## config.mk

```make
export PLATFORM = sky130hd
export DESIGN_NAME = layer_sched
export DESIGN_NICKNAME = d
export VERILOG_FILES = /design/src/rtl/fusion_pkg.sv /design/src/rtl/sched_wdog.sv /design/src/rtl/layer_sched.sv
export SDC_FILE = /design/constraint.sdc
export NUM_CORES = 1
export LEC_CHECK = 0
export ABC_AREA = 1
export CAP_MARGIN = 40
export CORE_MARGIN = 2
export CORE_UTILIZATION = 30
export CTS_CLUSTER_DIAMETER = 120
export DETAILED_ROUTE_END_ITERATION = 7
export GPL_TIMING_DRIVEN = 0
export PLACE_DENSITY_LB_ADDON = 0.1
export SLEW_MARGIN = 30
export SYNTH_ARGS = -nofsm -noshare
export SYNTH_HDL_FRONTEND = slang
export SYNTH_SLANG_ARGS = --single-unit
```

## constraint.sdc

```tcl
create_clock -name clk -period 1.7 [get_ports clk]
set_input_delay 0.34 -clock clk [delete_from_list [all_inputs] [get_ports clk]]
set_output_delay 0.34 -clock clk [all_outputs]
set_load 0.005 [all_outputs]
```

## src/rtl/fusion_pkg.sv

```systemverilog
// Shared definitions for the layer scheduler: op codes, DMA direction,
// command word field positions and the scheduler state encoding.
package fusion_pkg;

  typedef enum logic [1:0] {
    OP_CONV    = 2'd0,
    OP_MAXPOOL = 2'd1,
    OP_AVGPOOL = 2'd2,
    OP_END     = 2'd3
  } op_e;

  localparam logic DMA_LOAD  = 1'b0;
  localparam logic DMA_STORE = 1'b1;

  localparam int CMD_OP_HI = 31;
  localparam int CMD_OP_LO = 30;
  localparam int CMD_SKIP  = 29;

  typedef enum logic [3:0] {
    ST_IDLE       = 4'd0,
    ST_LOAD       = 4'd1,
    ST_LOAD_WAIT  = 4'd2,
    ST_EXEC       = 4'd3,
    ST_EXEC_WAIT  = 4'd4,
    ST_STORE      = 4'd5,
    ST_STORE_WAIT = 4'd6,
    ST_DONE       = 4'd7,
    ST_ERR        = 4'd8
  } state_e;

  // True for the states that wait on an engine completion pulse.
  function automatic logic is_wait(input state_e st);
    logic res;
    case (st)
      ST_LOAD_WAIT, ST_EXEC_WAIT, ST_STORE_WAIT: res = 1'b1;
      default:                                   res = 1'b0;
    endcase
    return res;
  endfunction

endpackage

```

## src/rtl/sched_wdog.sv

```systemverilog
// Watchdog for the scheduler wait states. Cleared on entry to a wait state,
// counts while enabled; timeout flags the last cycle before the count
// would reach 2^WDOG_W-1, so the wait lasts 2^WDOG_W-1 cycles at most.
module sched_wdog #(
  parameter int WDOG_W = 20
) (
  input  logic clk,
  input  logic rst_n,
  input  logic clr,
  input  logic en,
  output logic timeout
);

  localparam logic [WDOG_W-1:0] LAST = {{(WDOG_W-1){1'b1}}, 1'b0};
  localparam logic [WDOG_W-1:0] ONE  = WDOG_W'(1'b1);

  logic [WDOG_W-1:0] cnt_r;

  // Cycle counter: clear has priority, counting saturates at the terminal value.
  always_ff @(posedge clk or negedge rst_n) begin
    if (!rst_n) begin
      cnt_r <= '0;
    end else if (clr) begin
      cnt_r <= '0;
    end else if (en && (cnt_r != LAST)) begin
      cnt_r <= cnt_r + ONE;
    end else begin
      cnt_r <= cnt_r;
    end
  end

  assign timeout = en && (cnt_r == LAST);

endmodule

```

## src/rtl/layer_sched.sv

```systemverilog
// Layer command scheduler: per command runs DMA load, conv or pool, then an
// optional DMA store; counts finished layers, raises irq at end of network
// or on a hung/stray engine. All outputs are registered from the next state.
module layer_sched
  import fusion_pkg::*;
#(
  parameter int LEN_W  = 16,
  parameter int CNT_W  = 8,
  parameter int WDOG_W = 20
) (
  input  logic             clk,
  input  logic             rst_n,
  input  logic             cmd_valid,
  output logic             cmd_ready,
  input  logic [31:0]      cmd_data,
  output logic [1:0]       op_type,
  output logic             dma_valid,
  output logic             dma_dir,
  output logic [LEN_W-1:0] dma_len,
  input  logic             dma_ready,
  output logic             conv_valid,
  input  logic             conv_ready,
  output logic             pool_valid,
  input  logic             pool_ready,
  output logic             irq,
  input  logic             irq_ack,
  output logic             busy,
  output logic             err,
  output logic [CNT_W-1:0] layer_cnt
);

  localparam logic [CNT_W-1:0] CNT_ONE = CNT_W'(1'b1);

  state_e state_r, state_nx_s;
  op_e    op_r;
  logic   skip_r;
  logic   accept_s, layer_done_s, ack_s;
  logic   eng_ready_s, other_ready_s;
  logic   wd_clr_s, wd_en_s, wd_to_s;
  logic   unused_cmd_bits_s;

  // Bits between the skip flag and the length field carry nothing.
  assign unused_cmd_bits_s = ^cmd_data[CMD_SKIP-1:LEN_W];

  sched_wdog #(.WDOG_W(WDOG_W)) u_wdog (
    .clk     (clk),
    .rst_n   (rst_n),
    .clr     (wd_clr_s),
    .en      (wd_en_s),
    .timeout (wd_to_s)
  );

  // Next-state logic; a stray completion beats the awaited one, and the
  // awaited one beats a watchdog timeout on the same cycle.
  always_comb begin
    state_nx_s    = state_r;
    accept_s      = 1'b0;
    layer_done_s  = 1'b0;
    ack_s         = 1'b0;
    eng_ready_s   = (op_r == OP_CONV) ? conv_ready : pool_ready;
    other_ready_s = (op_r == OP_CONV) ? pool_ready : conv_ready;
    case (state_r)
      ST_IDLE: begin
        if (cmd_valid && cmd_ready) begin
          accept_s = 1'b1;
          if (cmd_data[CMD_OP_HI:CMD_OP_LO] == OP_END) begin
            state_nx_s = ST_DONE;
          end else begin
            state_nx_s = ST_LOAD;
          end
        end else begin
          state_nx_s = ST_IDLE;
        end
      end
      ST_LOAD:  state_nx_s = ST_LOAD_WAIT;
      ST_EXEC:  state_nx_s = ST_EXEC_WAIT;
      ST_STORE: state_nx_s = ST_STORE_WAIT;
      ST_LOAD_WAIT, ST_STORE_WAIT: begin
        if (conv_ready || pool_ready) begin
          state_nx_s = ST_ERR;
        end else if (dma_ready) begin
          if (state_r == ST_LOAD_WAIT) begin
            state_nx_s = ST_EXEC;
          end else begin
            state_nx_s   = ST_IDLE;
            layer_done_s = 1'b1;
          end
        end else if (wd_to_s) begin
          state_nx_s = ST_ERR;
        end else begin
          state_nx_s = state_r;
        end
      end
      ST_EXEC_WAIT: begin
        if (other_ready_s || dma_ready) begin
          state_nx_s = ST_ERR;
        end else if (eng_ready_s) begin
          if (skip_r) begin
            state_nx_s   = ST_IDLE;
            layer_done_s = 1'b1;
          end else begin
            state_nx_s = ST_STORE;
          end
        end else if (wd_to_s) begin
          state_nx_s = ST_ERR;
        end else begin
          state_nx_s = ST_EXEC_WAIT;
        end
      end
      ST_DONE, ST_ERR: begin
        if (irq_ack) begin
          state_nx_s = ST_IDLE;
          ack_s      = 1'b1;
        end else begin
          state_nx_s = state_r;
        end
      end
      default: state_nx_s = ST_ERR;
    endcase
    wd_en_s  = is_wait(state_r);
    wd_clr_s = is_wait(state_nx_s) && (state_nx_s != state_r);
  end

  // State register.
  always_ff @(posedge clk or negedge rst_n) begin
    if (!rst_n) begin
      state_r <= ST_IDLE;
    end else begin
      state_r <= state_nx_s;
    end
  end

  // Capture the command fields at the handshake; held until the next one.
  always_ff @(posedge clk or negedge rst_n) begin
    if (!rst_n) begin
      op_r    <= OP_CONV;
      skip_r  <= 1'b0;
      op_type <= 2'd0;
      dma_len <= '0;
    end else if (accept_s) begin
      op_r    <= op_e'(cmd_data[CMD_OP_HI:CMD_OP_LO]);
      skip_r  <= cmd_data[CMD_SKIP];
      op_type <= cmd_data[CMD_OP_HI:CMD_OP_LO];
      dma_len <= cmd_data[LEN_W-1:0];
    end else begin
      op_r    <= op_r;
      skip_r  <= skip_r;
      op_type <= op_type;
      dma_len <= dma_len;
    end
  end

  // Registered handshake, start pulses and status decoded from the next state.
  always_ff @(posedge clk or negedge rst_n) begin
    if (!rst_n) begin
      cmd_ready  <= 1'b0;
      dma_valid  <= 1'b0;
      dma_dir    <= DMA_LOAD;
      conv_valid <= 1'b0;
      pool_valid <= 1'b0;
      busy       <= 1'b0;
      irq        <= 1'b0;
      err        <= 1'b0;
    end else begin
      cmd_ready  <= (state_nx_s == ST_IDLE);
      dma_valid  <= (state_nx_s == ST_LOAD) || (state_nx_s == ST_STORE);
      conv_valid <= (state_nx_s == ST_EXEC) && (op_r == OP_CONV);
      pool_valid <= (state_nx_s == ST_EXEC) && (op_r != OP_CONV);
      busy       <= (state_nx_s != ST_IDLE);
      irq        <= (state_nx_s == ST_DONE) || (state_nx_s == ST_ERR);
      err        <= (state_nx_s == ST_ERR);
      if (state_nx_s == ST_LOAD) begin
        dma_dir <= DMA_LOAD;
      end else if (state_nx_s == ST_STORE) begin
        dma_dir <= DMA_STORE;
      end else begin
        dma_dir <= dma_dir;
      end
    end
  end

  // Completed-layer counter; wraps silently, cleared by the host acknowledge.
  always_ff @(posedge clk or negedge rst_n) begin
    if (!rst_n) begin
      layer_cnt <= '0;
    end else if (ack_s) begin
      layer_cnt <= '0;
    end else if (layer_done_s) begin
      layer_cnt <= layer_cnt + CNT_ONE;
    end else begin
      layer_cnt <= layer_cnt;
    end
  end

endmodule

```

==> impl_metrics.toml <==
[cts]
insertion_delay_ns = 0.33
clkSinkCount = 59
cts_tree = "done"
clk_pin_slew_worst_paths_ns = 0.06
cts_buffer_depth = 2
numCtsBuffers = 9
root_buffer = "clkbuf_8"
h-tree-depth = 3

[global_route]
gr-total-overflow = 0
grt_max_degree = 47
grt_pass1_vias = 2719
grt_pass1_wl_mm = 12.9
grtUsageTotal_pct = 14.3
antenna_found_initial = 0

[timing]
final-max-slew-violation-count = 0
finalSetupViolCount = 24
rsz0062_at_grt = "yes"
fin_crit_ns = 2.00
fmaxAchievable_ghz = 0.501
max_slew_margin_pct = 67.8
hold_viol = 0
worst_pin_slew_ns = 0.483
period_share_pct = 117
skew_ns = 0.00899
setup-tns-final_ns = -5.56
finalWorstSetupSlack_ns = -0.295

[synth]
synth_cell_types = 29
synth_nets = 426
yosys_register_bits = 59
synth_top_area_share_pct = 46.9
async_flop_share_pct = 100
synth-main-ff-cell = "dfrtp_1"
yosysTopAreaCell = "dfrtp_1"
synth_most_common_cell = "nand2_1"
yosys-top-cells-area = "dfrtp_1 47%, nand2_1 13%, a21oi_2 5.8%"
syn-cell-area_um2 = 3150
yosys_warnings = 0
syn_inst = 384
synth_area_per_cell_um2 = 8.20
synth-edff-count = 0
synth_top_cells_by_count = "113 x nand2_1, 59 x dfrtp_1, 40 x nor2_1"
yosysSeqAreaShare_pct = 46.9

[critical_path]
cp.required_ns = 1.96
path_cells = "clkdlybuf4s50_1, nor2_2, inv_1, nor2_2, nand3_2, nand2_1, nor2_2, nand3_1, nand2_1, nor2_2, nand3_4, clkbuf_16, a21oi_2"
cp_data_arrival_time_ns = 2.26
crit_path_max_fanout = 5
slowest_stage = "clkdlybuf4s50_1"
critPathLaunchType = "input pin"
cp-end-kind = "register"
cp_common_cell = "nor2_2"
critPathKind = "in2reg"
critPathMaxStageDelay_ns = 0.47

[finish]
utilization_pct = 43.4
area_growth_pct = 41.8
nNetsFinal = 510
drive_gt1_share_pct = 25.4
fin_cells = 608
diodes = 0

[power]
power-per-cell-area_nw_per_um2 = 1620
peakVddDrop_mv = 0.687
total_power_mw = 7.23
leakage_nw = 2.01

[placement]
place_ws_ns = -0.605
dp_hpwl_mm = 5.51
gp_routability_congestion = 0.862
dp.cells = 580
io_buffers = 59

[outcome]
status = "finished with violations"
violations = "setup timing"

[routing]
drtPass1Iterations = 4
drt-initial-drc-count = 78
postRouteAntennaNets = 0
drc = 0
avgViaCountPerCell = 4.50
vias = 2734
wl_per_cell_um = 12.8
totalWireLength_mm = 7.76

[run]
cap_viol_max_count = 0

[worst_hold_path]
hold_class = "in2async"

[floorplanning]
coreArea_um2 = 10300
initial_core_util_pct = 30.6
die_w_um = 106
io-pin-count = 73
rows = 37
dieHeight_um = 106
dieArea_um2 = 11300
-- worst paths after layout --
path	cells after the start	slack, ns	start	endpoint
setup / recovery	13	-0.30	pool_ready	u_wdog.cnt_r[16]
hold / removal	2	0.41	rst_n	u_wdog.cnt_r[3]
setup reg to reg	13	-0.29	u_wdog.cnt_r[1]	u_wdog.cnt_r[16]
hold reg to reg	2	0.47	dma_len[12]	dma_len[12]
max in group asynchronous	3	0.78	rst_n	state_r[2]
min in group clk	2	0.47	dma_len[12]	dma_len[12]
-- state kept, by name, indices dropped and copies added (netlist names) --
register	cells
conv_valid	1
op_r	2
dma_valid	1
skip_r	1
dma_dir	1
cmd_ready	1
busy	1
err	1
u_wdog.cnt_r	20
layer_cnt	8
dma_len	16
state_r	4
irq	1
pool_valid	1
-- routing by layer --
| layer | global-route usage, % | vias up | wire length [um] |
|---|---|---|---|
| met5 | 0 | - | 0 |
| met4 | 4.36 | 0 | 85 |
| met3 | 4.29 | 7 | 272 |
| met2 | 23.0 | 47 | 3780 |
| met1 | 18.7 | 1299 | 3630 |
| li1 | - | 1381 | - |
-- stage by stage --
step / area [um2] / hold slack (ns)
floorplan: 3160 / 0.0444
global placement: 3920 / 0.455
detailed placement: 3950 / 0.220
CTS: 4240 / 0.402
global route: 4460 / 0.403
finish: 4460 / 0.415
-- final cells by class --
| cell class | count | area [um2] |
|---|---|---|
| buffer | 7 | 76.3 |
| clock buffer | 12 | 145 |
| clock inverter | 3 | 15.0 |
| fill | 1049 | 5810 |
| inverter | 42 | 160 |
| multi-input combinational | 275 | 1650 |
| sequential | 59 | 1480 |
| tap | 136 | 170 |
| timing repair buffer | 74 | 762 |
-- repair_timing --
action,CTS,global route
setup buffers,8,4
pin swaps,7,14
endpoints found under the hold margin,13,0
gates cloned,0,2
setup endpoints to repair,47,45
gates resized for setup,26,42
hold buffers,1,0
-- worst max-delay path, delay by kind of cell --
| kind | cells | cell delay (ns) |
|---|---|---|
| AO/OA/AOI/OAI | 1 | 0.12 |
| AND/OR/NAND/NOR | 9 | 1.02 |
| buffers and inverters | 3 | 0.77 |
-- logic make-up after synthesis --
family                   count (synthesis)  synth area share [%]
AO/OA/AOI/OAI                           44                  10.1
XOR/XNOR                                20                  5.56
adder cells (fa/ha/maj)                  3                  1.19
buffers and inverters                   50                  6.96
flip-flops                              59                  46.9
AND/OR/NAND/NOR                        208                  29.3
-- power by group --
| part | internal [mW] | leakage (nW) | switching [mW] |
|---|---|---|---|
| logic | 1.83 | 1.16 | 1.96 |
| clock network | 0.554 | 0.0860 | 0.531 |
| registers | 1.93 | 0.772 | 0.423 |
| total | 4.31 | 2.01 | 2.92 |
-- cell usage in the layout (no fill, tap or decap), types with 5 or more instances in the layout --
| cell | n |
|---|---|
| nand2_1 | 104 |
| clkdlybuf4s50_1 | 56 |
| dfrtp_1 | 55 |
| nor2_1 | 32 |
| inv_1 | 31 |
| a21oi_2 | 22 |
| xor2_1 | 14 |
| buf_4 | 11 |
| inv_2 | 10 |
| nor2_4 | 10 |
| nand2_2 | 10 |
| nand4_1 | 10 |
| nand3_1 | 10 |
| clkbuf_8 | 10 |
| nor2_2 | 9 |
| nor3_1 | 7 |
| o21ai_0 | 7 |
| xnor2_1 | 6 |
| nand2_4 | 5 |
| buf_6 | 5 |
| a21oi_1 | 5 |
Power figures use the tool's default switching activity.
==> patch: new RTL, same settings <==
Reset style: synchronous (`rst_n`), changed in 5 clocked blocks.
--- a/src/rtl/sched_wdog.sv
+++ b/src/rtl/sched_wdog.sv
@@ -18,5 +18,5 @@
 
   // Cycle counter: clear has priority, counting saturates at the terminal value.
-  always_ff @(posedge clk or negedge rst_n) begin
+  always_ff @(posedge clk) begin
     if (!rst_n) begin
       cnt_r <= '0;
--- a/src/rtl/layer_sched.sv
+++ b/src/rtl/layer_sched.sv
@@ -123,5 +123,5 @@
 
   // State register.
-  always_ff @(posedge clk or negedge rst_n) begin
+  always_ff @(posedge clk) begin
     if (!rst_n) begin
       state_r <= ST_IDLE;
@@ -132,5 +132,5 @@
 
   // Capture the command fields at the handshake; held until the next one.
-  always_ff @(posedge clk or negedge rst_n) begin
+  always_ff @(posedge clk) begin
     if (!rst_n) begin
       op_r    <= OP_CONV;
@@ -152,5 +152,5 @@
 
   // Registered handshake, start pulses and status decoded from the next state.
-  always_ff @(posedge clk or negedge rst_n) begin
+  always_ff @(posedge clk) begin
     if (!rst_n) begin
       cmd_ready  <= 1'b0;
@@ -181,5 +181,5 @@
 
   // Completed-layer counter; wraps silently, cleared by the host acknowledge.
-  always_ff @(posedge clk or negedge rst_n) begin
+  always_ff @(posedge clk) begin
     if (!rst_n) begin
       layer_cnt <= '0;
Behaviour: differs if rst_n is asserted again (counterexample within 4 cycles, from zero or initial values and one cycle with rst_n low); with rst_n held inactive, the same outputs for 10 cycles.
==> patch against the unedited design <==
The run still ends with setup timing left. Design area is 0.78% higher. Critical path type is now reg -> reg. Clock skew hardly changed. Setup slack worse by 0.077 ns. Sequential cell count stayed put. Non-clock buffer count is 14 higher. Routed wire length is 1.7% higher. Synthesized area is 4.8% lower. Critical endpoint is now u_wdog.cnt_r[16]$_SDFFE_PP0P_.
Power is not compared: it rests on default switching activity, and its combinational part moved more than twofold at a synthesized area within 25%.
==> patch: results (changes against the unedited design) <==
Synthesis
  – Number of distinct library cells after synthesis: 41 (+41%)
  – Ranking of synthesized cells by area: dfxtp_1 (39%), nor2_1 (8.9%), nand2_1 (8.3%)
  – Number of nets in the synthesized netlist: 452 (+6.1%)
  – Prevailing post-synth register cell: dfxtp_1
  – Share of synthesized flip-flops with an asynchronous set or reset: 0% (-100 points)
  – Sequential-to-total area share from yosys stat: 39.4% (-7.5 points)

Worst setup path
  – Depth of the worst register-to-register path: 17 (+4)
  – Critical path launch point: u_wdog.cnt_r[0]$_SDFFE_PP0P_
  – Standard cell with the maximum stage delay on the critical path: dfxtp_4
  – Critical Path AT: 2.35 ns (+0.09 ns)

Worst hold path
  – Class of the worst hold path: reg -> reg

GRT
  – Pin count of the biggest net entering global routing: 12 (-74%)
  – First-pass GRT wire length: 12,900 µm (-0.16%)
  – Number of global-route vias before repair: 2,620 (-3.6%)

Detailed routing
  – WL/cell: 12.2 µm (-4.1%)
  – Wire length after detailed routing: 7900 µm (+1.7%)
  – Starting DRC count in detailed routing: 91 (+17%)
  – Vias post-DR: 2,813 (+2.9%)

Run status
  – Failing checks: setup timing
  – Outcome: complete, but fails checks

STA
  – Final setup margin: -0.372 ns (-0.0769 ns)
  – Final sum of negative setup slack: -8.46 ns (-2.90 ns)
  – Number of endpoints failing setup at the final stage: 31 (+29%)
  – Worst slew margin relative to its limit: 64.6% (-3.2 points)

Placed design
  – Placement Setup Slack: -0.634 ns (-0.0294 ns)
  – Port Buf Inserts: 58 (-1.7%)

Finish
  – Final net count: 549 (+7.6%)
[patch: cell count changes in the layout (fill, tap and decap cells not counted), sizes merged, moves of 4 or more]
| cell | unedited run | this run |
|---|---|---|
| dfrtp | 59 | 0 |
| dfxtp | 0 | 59 |
| nor2 | 51 | 101 |
| nand2 | 119 | 79 |
| a21oi | 28 | 12 |
| o21ai | 13 | 28 |
| buf | 19 | 33 |
| inv | 42 | 52 |
| nand4 | 11 | 7 |
| xor2 | 14 | 10 |
[patch: how the worst min path moves through the flow]
stage                          endpoint  slack [ns]  cells past startpoint
floorplan           skip_r$_SDFFE_PN0P_        0.44                      2
global placement    skip_r$_SDFFE_PN0P_        0.47                      2
detailed placement  skip_r$_SDFFE_PN0P_        0.47                      2
CTS                 skip_r$_SDFFE_PN0P_        0.48                      2
global route        skip_r$_SDFFE_PN0P_        0.51                      2
finish              skip_r$_SDFFE_PN0P_        0.48                      2
[patch: cells by family (layout without fill, tap and decap cells)]
family	count (synthesis)	after routing	share of synthesized area [%]
AO/OA/AOI/OAI	47	47	8.73
XOR/XNOR	19	19	5.55
adder cells (fa/ha/maj)	3	3	1.25
buffers and inverters	64	166	8.89
flip-flops	59	59	39.4
AND/OR/NAND/NOR	218	218	36.2
[patch: cell type report]
| cell class | count | share of cell area, % |
|---|---|---|
| multi-input combinational | 287 | 39.7 |
| clock buffer | 11 | 3.37 |
| buffer | 8 | 1.92 |
| inverter | 55 | 4.81 |
| sequential | 59 | 26.9 |
| tap | 133 | 3.70 |
| clock inverter | 5 | 0.834 |
| timing repair buffer | 87 | 18.8 |
[patch: power by group through the flow]
stage	Sequential [mW]	Combinational (mW)	Clock, mW
2_1_floorplan	1.55	0.330	0
3_3_place_gp	1.54	0.615	0
3_5_place_dp	1.54	0.614	0
4_1_cts	1.51	0.667	1.25
5_1_grt	1.53	0.823	1.33
6_report	1.52	0.748	1.21
[patch: critical path: cells and delay by family (launching register included)]
family / cells / cell delay, ns
flip-flops: 1 / 0.36
AO/OA/AOI/OAI: 1 / 0.15
buffers and inverters: 3 / 0.28
adder cells (fa/ha/maj): 1 / 0.14
AND/OR/NAND/NOR: 12 / 1.08
[patch: per-stage QoR]
stage	area, µm²	hold WS, ns	total power [mW]
after global routing	4500	0.505	3.68
final	4500	0.480	3.47
after floorplan	3020	0.444	1.88
after global placement	3770	0.472	2.16
after detailed placement	3770	0.473	2.16
after CTS	4200	0.484	3.43
[patch: per-layer routing]
layer	track usage (%)	wire length, µm
met1	20.1	3900
met2	21.6	3360
met5	0	0
met4	4.83	119
met3	5.51	512
[patch: what timing repair did]
action / CTS / global route
gates cloned: 0 / 1
endpoints found under the hold margin: 0 / 0
resized for setup: 30 / 60
buffers inserted: 19 / 10
hold buffers: 0 / 0
endpoints found under the setup margin: 42 / 46
pin swaps: 3 / 9
